[src/rtl/frame_buffer_reader.sv]
// Avalon-MM read master that streams one RGB565 frame from SDRAM into the LCD pixel stream.
// A credit-limited FWFT FIFO absorbs SDRAM latency; wr_lcd starts the controller once prefetched.
module frame_buffer_reader #(
   parameter int ADDR_W       = 32,
   parameter int FRAME_PIXELS = 384000,
   parameter int FIFO_DEPTH   = 64,
   parameter int PREFETCH_LVL = 32
) (
   input  logic              clk,
   input  logic              rst,
   input  logic              enable,
   input  logic [ADDR_W-1:0] frame_base,
   input  logic              frame_sync,
   output logic              wr_lcd,
   output logic [ADDR_W-1:0] avm_address,
   output logic              avm_read,
   input  logic              avm_waitrequest,
   input  logic [15:0]       avm_readdata,
   input  logic              avm_readdatavalid,
   output logic [15:0]       dataOut,
   output logic              valid,
   input  logic              ready,
   output logic              frame_done
);

   localparam int CNT_W  = $clog2(FRAME_PIXELS + 1);
   localparam int OCNT_W = $clog2(FIFO_DEPTH + 1);
   localparam int PTR_W  = $clog2(FIFO_DEPTH);
   localparam logic [CNT_W-1:0]  C_FRAME = CNT_W'(FRAME_PIXELS);
   localparam logic [OCNT_W-1:0] C_PREF  = OCNT_W'(PREFETCH_LVL);
   localparam logic [OCNT_W:0]   C_DEPTH = (OCNT_W + 1)'(FIFO_DEPTH);

   typedef enum logic [2:0] {
      S_IDLE,
      S_PREFETCH,
      S_STREAM,
      S_DONE,
      S_WAITSYNC
   } state_t;

   state_t              r_state;
   logic [ADDR_W-1:0]   r_base;
   logic [ADDR_W-1:0]   r_avm_address;
   logic                r_avm_read;
   logic                r_wr_lcd;
   logic                r_frame_done;
   logic [CNT_W-1:0]    r_req_cnt;
   logic [CNT_W-1:0]    r_pop_cnt;
   logic [OCNT_W-1:0]   r_outstanding;
   logic [OCNT_W-1:0]   r_fifo_count;
   logic [PTR_W-1:0]    r_wr_ptr;
   logic [PTR_W-1:0]    r_rd_ptr;
   logic [15:0]         r_mem [FIFO_DEPTH];
   logic                r_sync_seen;
   logic [1:0]          r_wait_cnt;

   logic                w_accept;
   logic                w_push;
   logic                w_pop;
   logic                w_valid;
   logic                w_active;
   logic                w_credit;
   logic                w_issue;
   logic [CNT_W-1:0]    w_req_nxt;
   logic [OCNT_W-1:0]   w_out_nxt;
   logic [OCNT_W-1:0]   w_fifo_nxt;

   // Returns with nothing outstanding are stale (e.g. from before a reset) and dropped.
   assign w_accept   = r_avm_read & ~avm_waitrequest;
   assign w_push     = avm_readdatavalid & (r_outstanding != '0);
   assign w_valid    = (r_fifo_count != '0);
   assign w_pop      = ready & w_valid;
   assign w_req_nxt  = r_req_cnt + CNT_W'(w_accept);
   assign w_out_nxt  = r_outstanding + OCNT_W'(w_accept) - OCNT_W'(w_push);
   assign w_fifo_nxt = r_fifo_count + OCNT_W'(w_push) - OCNT_W'(w_pop);
   assign w_active   = (r_state == S_PREFETCH) || (r_state == S_STREAM);
   assign w_credit   = (({1'b0, w_out_nxt} + {1'b0, w_fifo_nxt}) < C_DEPTH);
   assign w_issue    = w_active && (w_req_nxt < C_FRAME) && w_credit;

   assign avm_read    = r_avm_read;
   assign avm_address = r_avm_address;
   assign wr_lcd      = r_wr_lcd;
   assign frame_done  = r_frame_done;
   assign valid       = w_valid;
   assign dataOut     = w_valid ? r_mem[r_rd_ptr] : 16'h0000;

   always_ff @(posedge clk) begin
      if (w_push) r_mem[r_wr_ptr] <= avm_readdata;
   end

   always_ff @(posedge clk or posedge rst) begin
      if (rst) begin
         r_state       <= S_IDLE;
         r_base        <= '0;
         r_avm_address <= '0;
         r_avm_read    <= 1'b0;
         r_wr_lcd      <= 1'b0;
         r_frame_done  <= 1'b0;
         r_req_cnt     <= '0;
         r_pop_cnt     <= '0;
         r_outstanding <= '0;
         r_fifo_count  <= '0;
         r_wr_ptr      <= '0;
         r_rd_ptr      <= '0;
         r_sync_seen   <= 1'b0;
         r_wait_cnt    <= '0;
      end else begin
         r_wr_lcd      <= 1'b0;
         r_frame_done  <= 1'b0;
         r_outstanding <= w_out_nxt;
         r_fifo_count  <= w_fifo_nxt;
         r_req_cnt     <= w_req_nxt;
         r_pop_cnt     <= r_pop_cnt + CNT_W'(w_pop);
         if (w_push) r_wr_ptr <= r_wr_ptr + PTR_W'(1);
         if (w_pop)  r_rd_ptr <= r_rd_ptr + PTR_W'(1);

         // A stalled request keeps its address; otherwise the next one is decided here.
         if (!(r_avm_read && avm_waitrequest)) begin
            r_avm_read <= w_issue;
            if (w_issue) r_avm_address <= r_base + (ADDR_W'(w_req_nxt) << 1);
         end

         case (r_state)
            S_IDLE: begin
               if (enable && frame_sync) begin
                  r_base    <= frame_base;
                  r_req_cnt <= '0;
                  r_pop_cnt <= '0;
                  r_state   <= S_PREFETCH;
               end
            end
            S_PREFETCH: begin
               if ((r_fifo_count >= C_PREF) || (r_req_cnt == C_FRAME)) begin
                  r_wr_lcd <= 1'b1;
                  r_state  <= S_STREAM;
               end
            end
            S_STREAM: begin
               if (r_pop_cnt == C_FRAME) begin
                  r_frame_done <= 1'b1;
                  r_state      <= S_DONE;
               end
            end
            S_DONE: begin
               r_sync_seen <= 1'b0;
               r_wait_cnt  <= '0;
               r_state     <= S_WAITSYNC;
            end
            S_WAITSYNC: begin
               // Arm after seeing the controller busy (or a short timeout), then wait for idle.
               if (!frame_sync) r_sync_seen <= 1'b1;
               if (r_wait_cnt != 2'd2) r_wait_cnt <= r_wait_cnt + 2'd1;
               if ((r_sync_seen || (r_wait_cnt == 2'd2)) && frame_sync) r_state <= S_IDLE;
            end
            default: r_state <= S_IDLE;
         endcase
      end
   end

endmodule

[config.mk]
export PLATFORM = sky130hd
export DESIGN_NAME = frame_buffer_reader
export DESIGN_NICKNAME = d
export VERILOG_FILES = /design/src/rtl/frame_buffer_reader.sv
export SDC_FILE = /design/constraint.sdc
export NUM_CORES = 1
export LEC_CHECK = 0
export ABC_AREA = 1
export CORE_MARGIN = 4
export CORE_UTILIZATION = 25
export DETAILED_ROUTE_END_ITERATION = 6
export PLACE_DENSITY = 0.5
export SETUP_SLACK_MARGIN = 0.3
export SLEW_MARGIN = 15
export SYNTH_ARGS = -nofsm -noshare
export SYNTH_HDL_FRONTEND = slang
export SYNTH_SLANG_ARGS = --single-unit
[constraint.sdc]
create_clock -name clk -period 5.1 [get_ports clk]
set_input_delay 1.02 -clock clk [delete_from_list [all_inputs] [get_ports clk]]
set_output_delay 1.02 -clock clk [all_outputs]
set_load 0.05 [all_outputs]
# After elaboration in Yosys (flattened, before gate mapping)
# Memory sizes are Yosys's and may differ from the RTL's.
# Cells that the tools add are included.
[totals]
mem_count = 1
mem_bits_rw = 1024
word_cells = 85
in_bits = 55
register_bits = 137
[memory_table]
columns = ["name", "words", "word_bits", "rd", "rd_ports_with_merged_regs", "write_ports", "line_no", "text"]
rows = [
  ["r_mem", 64, 16, 1, 0, 1, "53", "logic [15:0] r_mem [FIFO_DEPTH];"],
]
[op_classes]
n_bitwise = 5
mux = 20
reduce_logical = 17
eq_ne = 14
add_sub_neg = 11
n_lt_le_gt_ge = 3
[ops]
columns = ["op", "count"]
rows = [
  ["two-way mux 19 bit", 4],
  ["adder 19 x 1 -> 19 bit", 2],
  ["equality test 19 bit, second input constant", 2],
  ["adder 32 x 20 -> 32 bit", 1],
  ["less-than comparator 19 bit, second input constant", 1],
  ["two-way mux 16 bit", 1],
  ["one-hot mux 3 bit (5 select lines)", 1],
  ["adder 7 x 1 -> 7 bit", 2],
  ["nonzero test 7 bit", 2],
  ["subtractor 7 x 1 -> 7 bit", 2],
  ["adder 6 x 1 -> 6 bit, second input constant", 2],
  ["two-way mux 3 bit", 4],
  ["inequality test 2 bit, second input constant", 5],
  ["adder 7 x 7 -> 8 bit", 1],
  ["less-than comparator 8 x 7 -> 1 bit, second input constant", 1],
  ["AND reduction 2 bit", 4],
  ["greater-or-equal comparator 7 x 6 -> 1 bit, second input constant", 1],
  ["two-way mux 1 bit", 7],
  ["equality test 3 x 2 -> 1 bit, second input constant", 2],
  ["logical AND 1 bit", 5],
  ["inequality test 2 x 1 -> 1 bit, second input constant", 2],
  ["one-hot mux 2 bit (2 select lines)", 1],
  ["AND reduction 4 bit", 1],
  ["bitwise AND 1 bit", 3],
  ["other kinds (10)", 13],
]

# Logic depth before layout (Yosys ltp)
# Gate-level depths: netlist of the first run.
[logic_depth]
ltp_word = 8
ltp_mapped = 26
ltp_nobuf = 25

# Worst setup path after synthesis of the first run
# OpenSTA, ideal clock, no wires.
[synth_path]
path_kind = "input to register"
startpoint = "input port avm_readdatavalid"
endpoint = "register r_avm_address[10] (netlist: avm_address[10])"
path_slack_ns = 0.686
path_stages = 22
t_arrival_ns = 4.295
n_path_buf = 2
setup_ns = 0.119
path_cell_list = "nand2_1 > inv_1 > clkbuf_1 > o21ai_0 > nand2_1 > ha_1 > fa_1 > a21oi_1 > nor2_1 > nor2_1 > o21ai_0 > a21oi_1 > xor2_1 > ha_1 > nor3_1 > nand3_1 > o21bai_1 > nor2_4 > nand3_4 > buf_12 > nand2_2 > nand2_1"
[synth_between]
elab_cells_between_ends = 8
classes_between = "add/sub: 4; order compare: 1; bitwise: 1; reduce/logical: 2"
[synth_rtl]
columns = ["item", "line_no", "text"]
rows = [
  ["start, declared", "19", "input logic avm_readdatavalid,"],
  ["bitwise AND 1 bit", "70", "assign w_push = avm_readdatavalid & (r_outstanding != '0);"],
  ["subtractor 7 x 1 -> 7 bit", "74", "assign w_out_nxt = r_outstanding + OCNT_W'(w_accept) - OCNT_W'(w_push);"],
  ["named net w_out_nxt[6]", "65", "logic [OCNT_W-1:0] w_out_nxt;"],
  ["adder 7 x 7 -> 8 bit", "77", "assign w_credit = (({1'b0, w_out_nxt} + {1'b0, w_fifo_nxt}) < C_DEPTH);"],
  ["less-than comparator 8 x 7 -> 1 bit", "77", ""],
  ["logical AND 1 bit", "78", "assign w_issue = w_active && (w_req_nxt < C_FRAME) && w_credit;"],
  ["AND reduction 2 bit (no source line)", "--", ""],
  ["end signal, assigned", "120", "if (w_issue) r_avm_address <= r_base + (ADDR_W'(w_req_nxt) << 1);"],
  ["end, declared", "43", "logic [ADDR_W-1:0] r_avm_address;"],
]
# The timed path passes the listed nets, and every way through them passes these cells.
# A chain may end at the register's enable or synchronous reset.

# Worst setup path in the final report of the first run
[layout_path]
startpoint = "register r_rd_ptr[1]"
endpoint = "output port dataOut[12]"
[layout_between]
elab_chain_cells = 2
[layout_lines]
columns = ["item", "line_no", "text"]
rows = [
  ["start, declared", "52", "logic [PTR_W-1:0] r_rd_ptr;"],
  ["start signal, assigned", "115", "if (w_pop) r_rd_ptr <= r_rd_ptr + PTR_W'(1);"],
  ["memory (64 x 16 bit)", "--", ""],
  ["two-way mux 16 bit", "85", "assign dataOut = w_valid ? r_mem[r_rd_ptr] : 16'h0000;"],
  ["end, declared", "20", "output logic [15:0] dataOut,"],
]
# No other way between the ends.

==> summary.txt, run 1 <==
Clocking
  – TritonCTS clock tree: yes
  – H-tree depth: 3
  – Worst-skew pair later-pin latency: 0.77 ns
  – Clock buffers created by TritonCTS: 120
  – Maximum clock insertion buffer count: 3
  – Clock slew at the register clock pins of the worst setup and hold paths: 0.06 ns
  – Number of sinks driven by the clock tree: 1,161
  – Buffer type at the clock tree root: sky130_fd_sc_hd__clkbuf_16
  – Total of hold buffers inserted after clock tree synthesis: 0

Worst setup path
  – Highest fanout seen on the critical path: 21
  – Worst setup slack for register-to-register paths: 0.85 ns
  – Stage delay of the slowest cell on the critical path: 0.66 ns
  – Critical-path cell list: inv_6 > buf_4 > o21ai_0 > o21ai_0 > a21oi_1 > nand3_1 > nand3_1 > a21oi_2 > buf_12
  – Data arrival time of the critical path: 3.70 ns
  – Element type at the critical path start: register
  – Kind of capture point of the worst setup path: primary output
  – FF-to-FF End: avm_address[12]$_DFFE_PP0P_
  – Sum of buffers and inverters on the critical path: 3
  – Data required time of the worst path: 4.08 ns
  – Highest-delay cell along the critical path: sky130_fd_sc_hd__dfrtp_4
  – Setup CP Type: register to primary output
  – Reg-to-Reg Start: r_fifo_count[2]$_DFF_PP0_
  – Top delay family on crit path: compound AO/OA/AOI/OAI gates
  – Number of cell instances on the worst register-to-register path: 26

Timing
  – Final-report setup violation count: 0
  – Number of failing hold endpoints at the final stage: 0
  – Slew at the pin closest to its max-slew limit: 0.9453 ns
  – Relative slew slack: 36.98%
  – Setup repair after global routing missed its margin: yes
  – Setup total negative slack: 0 ns
  – Hold Slack: 0.4787 ns
  – Shortest period the worst path allows: 4.718 ns
  – Highest Clock Rate: 211.9 MHz
  – Clock Skews: 0.04242 ns
  – Final period util: 92.51%
  – Pins over their slew limit: 0

Routing
  – Drc violations: 0
  – Routed via count: 32,950
  – Detailed-routing iteration count for the pre-antenna-repair pass: 5
  – First-iteration detailed-routing DRC count: 3,333
  – Vias per cell: 4.715
  – Aggregate routed wire length: 145.1 mm
  – Wire length per cell: 20.77 µm
  – DRT antenna net count: 0

Pwr
  – Part of the power in registers: 34.5%
  – Comb power frac: 39.5%
  – Net Switching: 13,520 µW
  – Cell internal pwr: 20,220 µW
  – Lkg Pwr: 0.02002 µW
  – Peak supply drop: 0.0005951 V
  – Power Dens Cells: 585.5 nW/µm²
  – Switching portion of total power: 40.07%
  – Share of total power in the clock network: 26.0%

Synthesis
  – Post-synthesis instance area: 48,790 µm²
  – Number of flops mapped to enable cells by yosys: 1,024
  – Synthesized net count: 4,314
  – Number of distinct standard cells referenced by the synthesized netlist: 43
  – Synth Warn #: 0
  – Register bit count reported by yosys: 1,161
  – Most used DFF post-synth: sky130_fd_sc_hd__edfxtp_1
  – Register area share after synthesis: 70.06%
  – Average cell area after synthesis: 11.60 µm²
  – Post-Syn Instances: 4,207
  – Share of async-settable or async-resettable flops after synthesis: 11.80%

Worst hold path
  – Startpoint of the most critical hold path: r_base[8]$_DFFE_PP0P_
  – Hold Path Stages: 2
  – Destination of the worst hold path: r_base[8]$_DFFE_PP0P_
  – Worst hold path type: register to register

Global route
  – Wire length of the first global-routing pass: 214.8 mm
  – GR Util met2: 21.75%
  – Initial antenna violation count: 3
  – GR Overflow Total: 0
  – Maximum number of pins on one net before global-route repair: 107
  – Layer with the highest usage: met2
  – Global router's overall resource usage: 13.87%
  – Met3 track demand over resource: 2.254%
  – GR met1 Demand/Resource: 20.20%
  – Number of global-route vias before repair: 31,560

Floorplanning
  – Core Footprint: 193,400 µm²
  – Die Width: 449.8 µm
  – Total die area: 202,300 µm²
  – Initial Util: 25.23%
  – Count of standard-cell rows: 161
  – Chip Height: 449.8 µm
  – Top-Level Pins: 107

Placed design
  – Total half-perimeter wirelength after legalization and detailed placement: 85.53 mm
  – Total of buffers placed on input and output ports: 106
  – GPL Wtd Cong: 0.8846

Final layout
  – Area added between synthesis and finish: 18.10%
  – Net total in the final layout: 4,467
  – Layout cell share with drive strength beyond 1: 9.482%

Run
  – Max-Cap Viols: 0

Run status
  – Run status: finished clean
## cell usage after synthesis, types with 2 or more instances
cell	n	area share [%]
sky130_fd_sc_hd__edfxtp_1	1024	63
sky130_fd_sc_hd__nor2_1	759	5.8
sky130_fd_sc_hd__o21ai_0	540	5.5
sky130_fd_sc_hd__nand2_1	496	3.8
sky130_fd_sc_hd__nand3_1	196	2.0
sky130_fd_sc_hd__inv_1	191	1.5
sky130_fd_sc_hd__clkbuf_1	155	1.2
sky130_fd_sc_hd__dfrtp_1	137	7.0
sky130_fd_sc_hd__o211ai_1	128	2.0
sky130_fd_sc_hd__a21oi_1	124	1.3
sky130_fd_sc_hd__o22ai_1	74	0.95
sky130_fd_sc_hd__nand4_1	61	0.78
sky130_fd_sc_hd__a22oi_1	54	0.83
sky130_fd_sc_hd__buf_2	52	0.53
sky130_fd_sc_hd__ha_1	49	1.3
sky130_fd_sc_hd__xor2_1	39	0.70
sky130_fd_sc_hd__nand2_2	33	0.42
sky130_fd_sc_hd__nor3_1	21	0.22
sky130_fd_sc_hd__buf_1	18	0.14
sky130_fd_sc_hd__nor4_1	7	0.090
sky130_fd_sc_hd__nor2_2	5	0.064
sky130_fd_sc_hd__and2_1	4	0.051
sky130_fd_sc_hd__nor2_4	4	0.092
sky130_fd_sc_hd__xnor2_1	4	0.072
sky130_fd_sc_hd__buf_12	3	0.12
sky130_fd_sc_hd__fa_1	3	0.12
sky130_fd_sc_hd__inv_2	3	0.023
sky130_fd_sc_hd__o21ai_1	3	0.031
sky130_fd_sc_hd__o21bai_1	3	0.046
sky130_fd_sc_hd__or2_2	3	0.038
sky130_fd_sc_hd__a31oi_1	2	0.026
## sequential cells by signal, summed over array words and instances (netlist names), 2 cells and up
| register | cells |
|---|---|
| r_mem | 1024 |
| avm_address | 32 |
| r_base | 32 |
| r_pop_cnt | 19 |
| r_req_cnt | 19 |
| r_fifo_count | 7 |
| r_outstanding | 7 |
| r_rd_ptr | 6 |
| r_wr_ptr | 6 |
| r_state | 3 |
| r_wait_cnt | 2 |
## cell type report
type,instances,area (µm²)
diodes,1,2.502
clock buffers,162,3243
multi-input cells,2622,12970
repair buffers,260,2656
inverters,195,757.0
flip-flops and latches,1161,34190
fillers,19830,135800
clock inverters,61,634.4
well taps,2526,3161
## cell usage in the layout (no fill, tap or decap), types with 49 or more instances in the layout
master,synthesis,final
sky130_fd_sc_hd__o211ai_1,128,128
sky130_fd_sc_hd__inv_1,191,188
sky130_fd_sc_hd__clkbuf_16,0,122
sky130_fd_sc_hd__nor2_1,759,755
sky130_fd_sc_hd__a21oi_1,124,118
sky130_fd_sc_hd__o21ai_0,540,540
sky130_fd_sc_hd__edfxtp_1,1024,1024
sky130_fd_sc_hd__o22ai_1,74,74
sky130_fd_sc_hd__dfrtp_1,137,134
sky130_fd_sc_hd__nand3_1,196,195
sky130_fd_sc_hd__a22oi_1,54,54
sky130_fd_sc_hd__ha_1,49,49
sky130_fd_sc_hd__nand2_1,496,494
sky130_fd_sc_hd__nand4_1,61,61
sky130_fd_sc_hd__clkdlybuf4s50_1,0,74
sky130_fd_sc_hd__buf_4,1,123
## per-stage QoR
stage	setup WS, ns	cells	power (µW)	area (µm²)	utilization (%)
3_5_place_dp	0.2509	6760	25030	53600	27.72
6_report	0.3818	6988	33740	57620	29.79
5_1_grt	0.2300	6987	35540	57610	29.79
4_1_cts	0.3031	6987	34000	57580	29.77
2_1_floorplan	0.4122	4207	19560	48790	-
3_3_place_gp	0.3482	6760	24970	53600	27.72
## worst max path at each step
stage	startpoint	endpoint	cells after the start
3_3_place_gp	avm_readdatavalid	avm_address[29]$_DFFE_PP0P_	22
5_1_grt	r_rd_ptr[0]$_DFFE_PP0P_	dataOut[9]	10
4_1_cts	r_rd_ptr[0]$_DFFE_PP0P_	dataOut[9]	10
3_5_place_dp	avm_readdatavalid	avm_address[4]$_DFFE_PP0P_	22
6_report	r_rd_ptr[1]$_DFFE_PP0P_	dataOut[12]	9
2_1_floorplan	rst	avm_address[0]$_DFFE_PP0P_	1
## logic make-up after synthesis
group | after synthesis | synth area share (%)
AO/OA/AOI/OAI | 934 | 10.77
XOR/XNOR | 43 | 0.7720
adder cells (fa/ha/maj) | 52 | 1.380
buffers and inverters | 424 | 3.503
flip-flops | 1161 | 70.06
AND/OR/NAND/NOR | 1593 | 13.52
## timing repair
| item | 4_1_cts | 5_1_grt |
|---|---|---|
| setup endpoints to repair | 16 | 44 |
| buffers inserted | 4 | 0 |
| gates cloned | 0 | 0 |
| gates resized for setup | 7 | 11 |
| hold endpoints to repair | 0 | 0 |
## per-layer routing
| metal | up-vias | wire, µm |
|---|---|---|
| li1 | 15330 | - |
| met2 | 974 | 65630 |
| met4 | 2 | 2601 |
| met3 | 173 | 9001 |
| met1 | 16480 | 67900 |
| met5 | - | 13 |
## worst min-delay path, cell delays in order (launching register included)
cell                      delay [ns]
sky130_fd_sc_hd__dfrtp_1        0.34
sky130_fd_sc_hd__nand2_1        0.05
sky130_fd_sc_hd__nand2_1        0.05
## power groups by stage
stage / sequential, µW / clock (µW) / combinational (µW)
6_report: 11600 / 8760 / 13300
5_1_grt: 11700 / 9340 / 14500
4_1_cts: 11600 / 8950 / 13400
3_5_place_dp: 11900 / 0 / 13100
3_3_place_gp: 11900 / 0 / 13100
2_1_floorplan: 11900 / 0 / 7650
(Power assumes the default switching activity.)
==> run 2: changes to the inputs <==
Settings changed: SKIP_CTS_REPAIR_TIMING set to 1, SLEW_MARGIN 15 to 20.
==> run 2 against run 1 <==
Net effect: first-iteration DRC count down 6.5%; count of clock-buffer cells in the layout down 1; sequential power about the same; wire length down 0.63%; hold slack better by 0.0035 ns.
==> summary.txt, run 2 (synthesized netlist as in run 1, its figures left out) <==
Timing
  – Highest Clock Rate: 212.1 MHz (was 211.9 MHz)
  – Setup slack of the critical path after layout: 0.3847 ns (was 0.3818 ns)
  – Pins over their slew limit: 0 (unchanged)
  – Final period util: 92.46% (was 92.51%)
  – Shortest period the worst path allows: 4.715 ns (was 4.718 ns)
  – Setup repair after global routing missed its margin: yes (unchanged)
  – Clock Skews: 0.03282 ns (was 0.04242 ns)
  – Number of failing hold endpoints at the final stage: 0 (unchanged)
  – Slew at the pin closest to its max-slew limit: 0.9731 ns (was 0.9453 ns)
  – Setup total negative slack: 0 ns (unchanged)
  – Relative slew slack: 34.44% (was 36.98%)
  – Final-report setup violation count: 0 (unchanged)

Clocking
  – Clock buffers created by TritonCTS: 118 (was 120)
  – Clock slew at the register clock pins of the worst setup and hold paths: 0.06 ns (about the same)
  – Worst-skew pair later-pin latency: 0.75 ns (was 0.77 ns)
  – TritonCTS clock tree: yes (unchanged)
  – Maximum clock insertion buffer count: 3 (unchanged)
  – Number of sinks driven by the clock tree: 1,161 (unchanged)
  – Buffer type at the clock tree root: sky130_fd_sc_hd__clkbuf_16 (unchanged)
  – H-tree depth: 3 (unchanged)

Global route
  – Wire length of the first global-routing pass: 212.7 mm (was 214.8 mm)
  – Maximum number of pins on one net before global-route repair: 107 (unchanged)
  – Initial antenna violation count: 3 (unchanged)
  – Global router's overall resource usage: 13.70% (was 13.87%)
  – GR Util met2: 21.51% (was 21.75%)
  – Number of global-route vias before repair: 31,600 (was 31,560)
  – GR met1 Demand/Resource: 19.61% (was 20.20%)
  – Layer with the highest usage: met2 (unchanged)
  – Met3 track demand over resource: 2.444% (was 2.254%)
  – GR Overflow Total: 0 (unchanged)

Pwr
  – Lkg Pwr: 0.01997 µW (was 0.02002 µW)
  – Share of total power in the clock network: 25.4% (was 26.0%)
  – Switching portion of total power: 40.07% (about the same)
  – Comb power frac: 39.9% (was 39.5%)
  – Part of the power in registers: 34.7% (was 34.5%)
  – Power Dens Cells: 581.5 nW/µm² (was 585.5 nW/µm²)
  – Total power after layout: 33,430 µW (was 33,740 µW)
  – Peak supply drop: 0.0005857 V (was 0.0005951 V)
  – Cell internal pwr: 20,030 µW (was 20,220 µW)
  – Net Switching: 13,390 µW (was 13,520 µW)

Final layout
  – Non-Filler Cell Area, Final: 57,480 µm² (was 57,620 µm²)
  – Sequential standard cell area: 34,190 µm² (unchanged)
  – Net total in the final layout: 4,468 (was 4,467)
  – Area added between synthesis and finish: 17.82% (was 18.10%)
  – Area used by multi-input combinational logic: 12,970 µm² (unchanged)
  – Commonest non-fill, non-tap cell in the layout: sky130_fd_sc_hd__edfxtp_1 (unchanged)
  – Layout cell share with drive strength beyond 1: 9.468% (was 9.482%)
  – Most frequent cells in the layout: sky130_fd_sc_hd__edfxtp_1, sky130_fd_sc_hd__nor2_1, sky130_fd_sc_hd__o21ai_0, sky130_fd_sc_hd__nand2_1, sky130_fd_sc_hd__nand3_1 (unchanged)
  – Max reg flops: 1,024 (unchanged)
  – Fillers: 19,750 (was 19,830)
  – Final standard cell count with taps included and fillers excluded: 6,986 (was 6,988)
  – Largest register by flop count: r_mem (unchanged)

Placed design
  – Placed Area: 53,610 µm² (was 53,600 µm²)
  – Worst slack at placement: 0.3178 ns (was 0.2509 ns)
  – Total of buffers placed on input and output ports: 106 (unchanged)
  – Total half-perimeter wirelength after legalization and detailed placement: 85.48 mm (was 85.53 mm)
  – GPL Wtd Cong: 0.8846 (unchanged)
  – Cell Count Post-Placement: 6,760 (unchanged)

Floorplanning
  – Count of standard-cell rows: 161 (unchanged)
  – Core Footprint: 193,400 µm² (unchanged)
  – Die Width: 449.8 µm (unchanged)
  – Total die area: 202,300 µm² (unchanged)
  – Initial Util: 25.23% (unchanged)
  – Chip Height: 449.8 µm (unchanged)
  – Top-Level Pins: 107 (unchanged)

Worst setup path
  – Number of cell instances on the worst register-to-register path: 26 (unchanged)
  – FF-to-FF End: avm_address[4]$_DFFE_PP0P_ (was avm_address[12]$_DFFE_PP0P_)
  – Data arrival time of the critical path: 3.70 ns (about the same)
  – Element type at the critical path start: register (unchanged)
  – Highest fanout seen on the critical path: 21 (unchanged)
  – Kind of capture point of the worst setup path: primary output (unchanged)
  – Reg-to-Reg Start: r_fifo_count[2]$_DFF_PP0_ (unchanged)
  – Worst setup slack for register-to-register paths: 0.85 ns (about the same)
  – Setup CP Type: register to primary output (unchanged)
  – Data required time of the worst path: 4.08 ns (about the same)

Worst hold path
  – Hold Path Stages: 2 (unchanged)
  – Worst hold path type: register to register (unchanged)
  – Destination of the worst hold path: avm_address[0]$_DFFE_PP0P_ (was r_base[8]$_DFFE_PP0P_)
  – Startpoint of the most critical hold path: avm_address[0]$_DFFE_PP0P_ (was r_base[8]$_DFFE_PP0P_)

Routing
  – Aggregate routed wire length: 144.2 mm (was 145.1 mm)
  – Detailed-routing iteration count for the pre-antenna-repair pass: 5 (unchanged)
  – Wire length per cell: 20.65 µm (was 20.77 µm)
  – First-iteration detailed-routing DRC count: 3,118 (was 3,333)
  – Routed via count: 32,920 (was 32,950)
  – Vias per cell: 4.712 (was 4.715)
  – Drc violations: 0 (unchanged)
  – DRT antenna net count: 0 (unchanged)

Run status
  – Run status: finished clean (unchanged)

Run
  – Max-Cap Viols: 0 (unchanged)
-- run 2: worst max-delay path by stage --
stage | startpoint | to
2_1_floorplan | rst | avm_address[0]$_DFFE_PP0P_
3_3_place_gp | avm_readdatavalid | avm_address[29]$_DFFE_PP0P_
3_5_place_dp | avm_waitrequest | avm_address[30]$_DFFE_PP0P_
4_1_cts | r_rd_ptr[1]$_DFFE_PP0P_ | dataOut[12]
5_1_grt | r_rd_ptr[1]$_DFFE_PP0P_ | dataOut[1]
6_report | r_rd_ptr[1]$_DFFE_PP0P_ | dataOut[12]
-- run 2: final cells by class --
cell class	instances	share of cell area, %
Clock inverter	55	0.9360
Timing Repair Buffer	263	4.667
Tap cell	2526	5.498
Antenna cell	3	0.01306
Sequential cell	1161	59.48
Clock buffer	161	5.525
Multi-Input combinational cell	2622	22.57
Inverter	195	1.313
-- run 2: per-layer routing --
metal	part of all wire, %	vias up	routed length (µm)
li1	-	15330	-
met1	46	16450	66720
met2	46	971	65630
met3	6.3	165	9030
met4	2.0	2	2835
met5	0.0090	-	13
-- run 2: worst max-delay path, cell delays in order (launching register included) --
cell	delay [ns]
sky130_fd_sc_hd__dfrtp_4	0.65
sky130_fd_sc_hd__inv_6	0.27
sky130_fd_sc_hd__buf_4	0.28
sky130_fd_sc_hd__o21ai_0	0.11
sky130_fd_sc_hd__o21ai_0	0.34
sky130_fd_sc_hd__a21oi_1	0.15
sky130_fd_sc_hd__nand3_1	0.29
sky130_fd_sc_hd__nand3_1	0.30
sky130_fd_sc_hd__a21oi_2	0.34
sky130_fd_sc_hd__buf_12	0.18
-- run 2: power by group through the flow --
stage	combinational (µW)	clock (µW)	sequential (µW)
floorplan	7650	0	11900
global placement	13100	0	11900
detailed placement	13100	0	11900
CTS	13200	8690	11700
global route	14600	9070	11700
finish	13300	8480	11600
-- run 2: per-stage QoR --
step	util (%)	hold slack, ns
after floorplan	-	0.4422
after global routing	29.72	0.5059
after CTS	29.64	0.4866
after detailed placement	27.72	0.4698
after global placement	27.72	0.4637
final	29.72	0.4822
